--- config.mk ---
export PLATFORM = sky130hd
export DESIGN_NAME = program_loader
export DESIGN_NICKNAME = d
export VERILOG_FILES = /design/src/rtl/program_loader.sv
export SDC_FILE = /design/constraint.sdc
export NUM_CORES = 1
export LEC_CHECK = 0
export ABC_CLOCK_PERIOD_IN_PS = 12150
export BUFFER_PORTS_ARGS = -buffer_cell sky130_fd_sc_hd__buf_2
export CAP_MARGIN = 15
export CORE_MARGIN = 4
export CORE_UTILIZATION = 60
export DETAILED_ROUTE_END_ITERATION = 7
export GPL_TIMING_DRIVEN = 0
export HOLD_SLACK_MARGIN = 0.08
export PLACE_DENSITY = 0.81
export SLEW_MARGIN = 0
export SYNTH_ARGS = -nofsm -noshare
export SYNTH_HDL_FRONTEND = slang
export SYNTH_SLANG_ARGS = --single-unit
--- constraint.sdc ---
create_clock -name clk -period 12.15 [get_ports clk]
set_input_delay 0.6075 -clock clk [delete_from_list [all_inputs] [get_ports clk]]
set_output_delay 0.6075 -clock clk [all_outputs]
set_load 0.005 [all_outputs]
--- src/rtl/program_loader.sv ---
// Boot-time instruction memory loader: assembles a length-prefixed little-endian
// byte stream into 32-bit words, writes them out and holds the core in reset until done.
module program_loader #(
   parameter logic [31:0] BASE_ADDR   = 32'h0000_0000,
   parameter int unsigned DEPTH_WORDS = 1024
) (
   input  logic        clk,
   input  logic        rst,
   input  logic [7:0]  in_data,
   input  logic        in_valid,
   output logic        in_ready,
   input  logic        restart,
   output logic        wr_en,
   output logic [31:0] wr_addr,
   output logic [31:0] wr_data,
   output logic        core_rst,
   output logic        done,
   output logic        error
);

   typedef enum logic [2:0] {
      S_HEADER,
      S_PAYLOAD,
      S_DONE_ENTRY,
      S_DONE,
      S_ERROR
   } state_t;

   state_t      state;
   logic [1:0]  byte_cnt;
   logic [23:0] shift_reg;
   logic [31:0] n_words;
   logic [31:0] word_idx;
   logic [31:0] word_in;
   logic        accept;

   // The first three bytes of a group sit in shift_reg; the fourth completes the word.
   assign word_in  = {in_data, shift_reg};
   assign in_ready = !rst && (state == S_HEADER || state == S_PAYLOAD);
   assign accept   = in_valid && in_ready;

   always_ff @(posedge clk or posedge rst) begin
      if (rst) begin
         state     <= S_HEADER;
         byte_cnt  <= 2'd0;
         shift_reg <= '0;
         n_words   <= '0;
         word_idx  <= '0;
         wr_en     <= 1'b0;
         wr_addr   <= BASE_ADDR;
         wr_data   <= '0;
         core_rst  <= 1'b1;
         done      <= 1'b0;
         error     <= 1'b0;
      end else begin
         wr_en <= 1'b0;
         case (state)
            S_HEADER: begin
               if (accept) begin
                  byte_cnt  <= byte_cnt + 2'd1;
                  shift_reg <= {in_data, shift_reg[23:8]};
                  if (byte_cnt == 2'd3) begin
                     n_words  <= word_in;
                     word_idx <= '0;
                     if (word_in > DEPTH_WORDS) begin
                        state <= S_ERROR;
                        error <= 1'b1;
                     end else if (word_in == '0) begin
                        state <= S_DONE_ENTRY;
                     end else begin
                        state <= S_PAYLOAD;
                     end
                  end
               end
            end

            S_PAYLOAD: begin
               if (accept) begin
                  byte_cnt  <= byte_cnt + 2'd1;
                  shift_reg <= {in_data, shift_reg[23:8]};
                  if (byte_cnt == 2'd3) begin
                     wr_en    <= 1'b1;
                     wr_data  <= word_in;
                     wr_addr  <= BASE_ADDR + (word_idx << 2);
                     word_idx <= word_idx + 32'd1;
                     if (word_idx == n_words - 32'd1) begin
                        state <= S_DONE_ENTRY;
                     end
                  end
               end
            end

            // The entry substate delays the core release by one cycle so the
            // final write has landed before the first fetch.
            S_DONE_ENTRY, S_DONE, S_ERROR: begin
               if (restart) begin
                  state     <= S_HEADER;
                  byte_cnt  <= 2'd0;
                  shift_reg <= '0;
                  n_words   <= '0;
                  word_idx  <= '0;
                  core_rst  <= 1'b1;
                  done      <= 1'b0;
                  error     <= 1'b0;
               end else if (state == S_DONE_ENTRY) begin
                  state    <= S_DONE;
                  core_rst <= 1'b0;
                  done     <= 1'b1;
               end
            end

            default: begin
               state <= S_HEADER;
            end
         endcase
      end
   end

endmodule
---- Yosys cells after proc, flatten, opt, wreduce, memory -nomap -nowiden ----
Cells that the tools add are included.
operators by class
  eq/ne operators ......................... 15
  order comparisons ....................... 1
  reductions and logical operators ........ 19
  add/subtract/negate cells ............... 3
  multiplexer cells ....................... 37
operators by type and width
  kind                   count
  $mux 32                7
  $pmux 32 s3            1
  $pmux 32 s2            1
  $mux 24                2
  $pmux 24 s2            1
  $add 32x1->32 const B  1
  $eq 32x32->1           1
  $gt 32x11->1 const B   1
  $logic_not 32->1       1
  $sub 32x1->32 const B  1
  $mux 3                 8
  $reduce_and 6->1       2
  $mux 1                 11
  $ne 2x1->1 const B     5
  $pmux 3 s3             1
  $eq 3x2->1 const B     2
  $mux 2                 3
  $ne 2x2->1 const B     3
  $reduce_and 3->1       2
  $reduce_bool 2->1      3
  $reduce_and 5->1       1
  $pmux 2 s2             1
  $reduce_and 4->1       1
  $eq 3x1->1 const B     1
  other kinds (13)       14
word-level totals
  word-level logic and storage cells ...... 86
  register bits ........................... 159
  bits of input ports ..................... 12

---- Longest topological paths before layout ----
  depth after elaboration ................. 6
  gate-level depth with buffers ........... 9
  gate-level depth less buffers ........... 9

---- Least setup slack after synthesis ----
Ideal clock, no wire load.
  path type ............................... input port to flip-flop
  start ................................... in rst
  end ..................................... reg wr_addr[10]
  path buffers ............................ 1
  setup time .............................. 0.125 ns
  stages on the path ...................... 6
  path slack .............................. 6.331 ns
  arrival ................................. 5.694 ns
  path through ............................ inv_1 nand2_1 nor3_1 nand4_1 clkbuf_1 mux2_2
on the way
  cells in the longest elaborated chain, start to end .. 4
RTL lines
  element                     line  RTL
  start, declared             8     input logic rst,
  $logic_not 1->1 (no line)   n/a
  $logic_and 1x1->1           39    assign in_ready = !rst && (state == S_HEADER || state == S_PAYLOAD);
  $logic_and 1x1->1           40    assign accept = in_valid && in_ready;
  $reduce_and 3->1 (no line)  n/a
  end signal, assigned        84    wr_addr <= BASE_ADDR + (word_idx << 2);
  end, declared               14    output logic [31:0] wr_addr,
Every way passes these cells.
A chain may end at the register's enable or synchronous reset.

---- Final worst setup path ----
  start ................................... in rst
  end ..................................... reg wr_addr[11]
Same word-level chain as after synthesis.

==> metrics <==
run status complete, no violations; worst skew pair latency 0.43 ns; sequential fraction of the synthesis area 0.5080; worst reg2reg setup slack 8.74 ns; Max FO, Critical Path 108; clock-pin slew on the worst setup and hold paths 0.06 ns; dpl hpwl 14630 microns; boundary pin count 81; Max VDD drop 0.1498 mV; total number of vias 6440; crit share post-route 0.2923; hold_buf cts 0; H-Tree Level Count 4; reg2reg end state[0]$_DFFE_PP0P_; Worst Tran Pin Value 0.9439 ns; clk sinks 159; Total GRT Usage 0.2835; CP endpoint kind register; R2R depth 8; Routed WL 20200 microns; Placed Area 8477 sq um; initial antenna violation count 0; first-pass GRT wire length 32750 microns; I/O Buffers 78; GP Congestion 0.8764; Overflow after GRT 0; total core area 12720 sq um; Reg area 3980 sq um; RSZ-0062 raised after global routing false; Hold Slack 0.2258 ns; drt drc 0; Synth cell types 64; critical path arrival 3.85 ns; Die Wd 122.3 microns; Tightest Hold Check Type input pin to asynchronous set/reset pin; EDFF count, synth 0; die area 14950 sq um; fin crit period 3.551 ns; fraction of layout cells with a size suffix above 1 0.2188; max-slew violations 0; Detailed Routing Iterations Pass 1 5; CTS tree done; final net count 876; Post-synth top flop dfrtp_1; top flop regs n_words (32), word_idx (32), wr_data (32); Synth Register Bits 159; 1st-iter DRT viols 587; critical path startpoint category input pin; post-CTS setup buffers 0; Max Cap Viol 0; antenna cells 0; Routed Antenna Nets 0; Leak 4.283 nW; Die Y 122.3 microns; Avg Synthesized Cell Area 10.30 sq um; Clock Skews 0.01598 ns; # rows 41; Final Cell Area 9086 sq um; Pwr Density 178.2 nW/um^2; final setup TNS 0 ns; clock buffer depth 2; Max Fclk 281.6 MHz; critical path class input pin to register; synthesized area 7835 sq um; area of the multi-input gates 3596 sq um; clock buffer count from CTS 17; # fillers 921; Hold Violations, Final 0; Initial Util 0.6159; CTS resizes 0; Util after Layout 0.7142; Synth async-reset ratio 1.000; Critical Path RT 12.45 ns; Critical R2R Launch n_words[19]$_DFFE_PP0P_; number of global-route vias before repair 6277; Synth-to-Final Area Change 15.97%; CTS root buffer clkbuf_16; Yosys warnings 0; Vias/cell 6.163; Routed WL per cell 19.33 microns; Final Setup Violations 0; largest net degree at the start of global routing 109; Synth Instances 761; Slew HR 0.3649
==> logic make-up (layout without fill, tap and decap cells) <==
group,count (synthesis),in the layout,synth area share
adders and majority gates,3,3,0.004791
xor gates and xnor gates,52,52,0.05813
buffers and inverters,61,172,0.03353
DFF,159,159,0.5080
and+or+nand+nor,274,274,0.1817
AOI/OAI and AO/OA,153,153,0.1300
other,1,2,0.0004786
muxes,58,58,0.08336
==> per-stage QoR <==
stage / std cells / total power [mW] / setup slack [ns]
floorplan: 762 / 0.9337 / 6.331
global placement: 1012 / 1.053 / 4.161
detailed placement: 1013 / 1.075 / 7.573
CTS: 1044 / 1.624 / 7.999
global route: 1045 / 1.700 / 8.291
finish: 1045 / 1.619 / 8.599
==> metal layers <==
layer | up-vias | track usage | part of all wire
li1 | 2951 | - | -
met1 | 3187 | 0.3797 | 0.42
met2 | 270 | 0.4655 | 0.49
met3 | 32 | 0.05530 | 0.067
met4 | 0 | 0.09797 | 0.020
met5 | - | 0 | 0
==> worst max-delay path, cell delays in order <==
cell and delay, ns:
buf_2 0.13, inv_6 0.35, buf_16 0.43, nand2_1 0.12, nor3_1 0.34, clkbuf_4 0.30, nand4_1 0.57, clkbuf_1 0.55
mux2_2 0.41
==> area by class of cell <==
class / count / share of cell area
plain buffers: 46 / 0.02272
clock buffers: 18 / 0.04833
clock inverters: 13 / 0.01790
inverters: 15 / 0.006747
multi-input cells: 542 / 0.3958
flip-flops and latches: 159 / 0.4380
well taps: 172 / 0.02368
repair buffers: 80 / 0.04682
==> power by group <==
group / switching (mW) / total [mW] / internal [mW]
Sequential: 0.101 / 0.732 / 0.632
Combinational: 0.173 / 0.342 / 0.168
Clock: 0.217 / 0.545 / 0.328
==> cell usage in the layout, fill, tap and decap left out, types with 4 or more instances in the layout <==
cell type,synthesis,layout
nor4_1,21,21
nand4_1,18,18
clkbuf_1,36,36
or3_1,17,17
and3_1,9,9
or4_1,6,6
a21oi_1,22,22
nand2_1,92,92
mux2_2,58,58
nand4b_1,4,4
a22o_1,25,25
nor2_1,41,41
clkbuf_16,0,17
o21ai_0,60,60
xor2_1,28,28
and4_1,6,6
nand3_1,16,16
nor2b_1,7,7
a31oi_1,7,7
nor3_1,16,16
inv_1,15,14
xnor2_1,24,24
o211ai_1,4,4
buf_2,4,82
dfrtp_1,158,158
==> cell usage after synthesis, drive strengths merged (22+ instances only) <==
cell type / count / area (sq um)
a22o: 25 / 219.0
a21oi: 22 / 110.1
xnor2: 24 / 210.2
nand2: 92 / 345.3
o21ai: 60 / 300.3
clkbuf: 37 / 148.9
xor2: 28 / 245.2
nor2: 41 / 153.9
dfrtp: 158 / 3954
mux2: 58 / 653.1
nor4: 22 / 143.9
==> how the worst max path moves through the flow <==
stage,endpoint,start
after floorplan,wr_addr[10]$_DFFE_PP0P_,rst
after global placement,wr_addr[8]$_DFFE_PP0P_,rst
after detailed placement,wr_addr[10]$_DFFE_PP0P_,rst
after CTS,wr_addr[10]$_DFFE_PP0P_,rst
after global routing,wr_addr[11]$_DFFE_PP0P_,rst
final,wr_addr[11]$_DFFE_PP0P_,rst
Note: power is estimated with default switching activity, not from simulation.
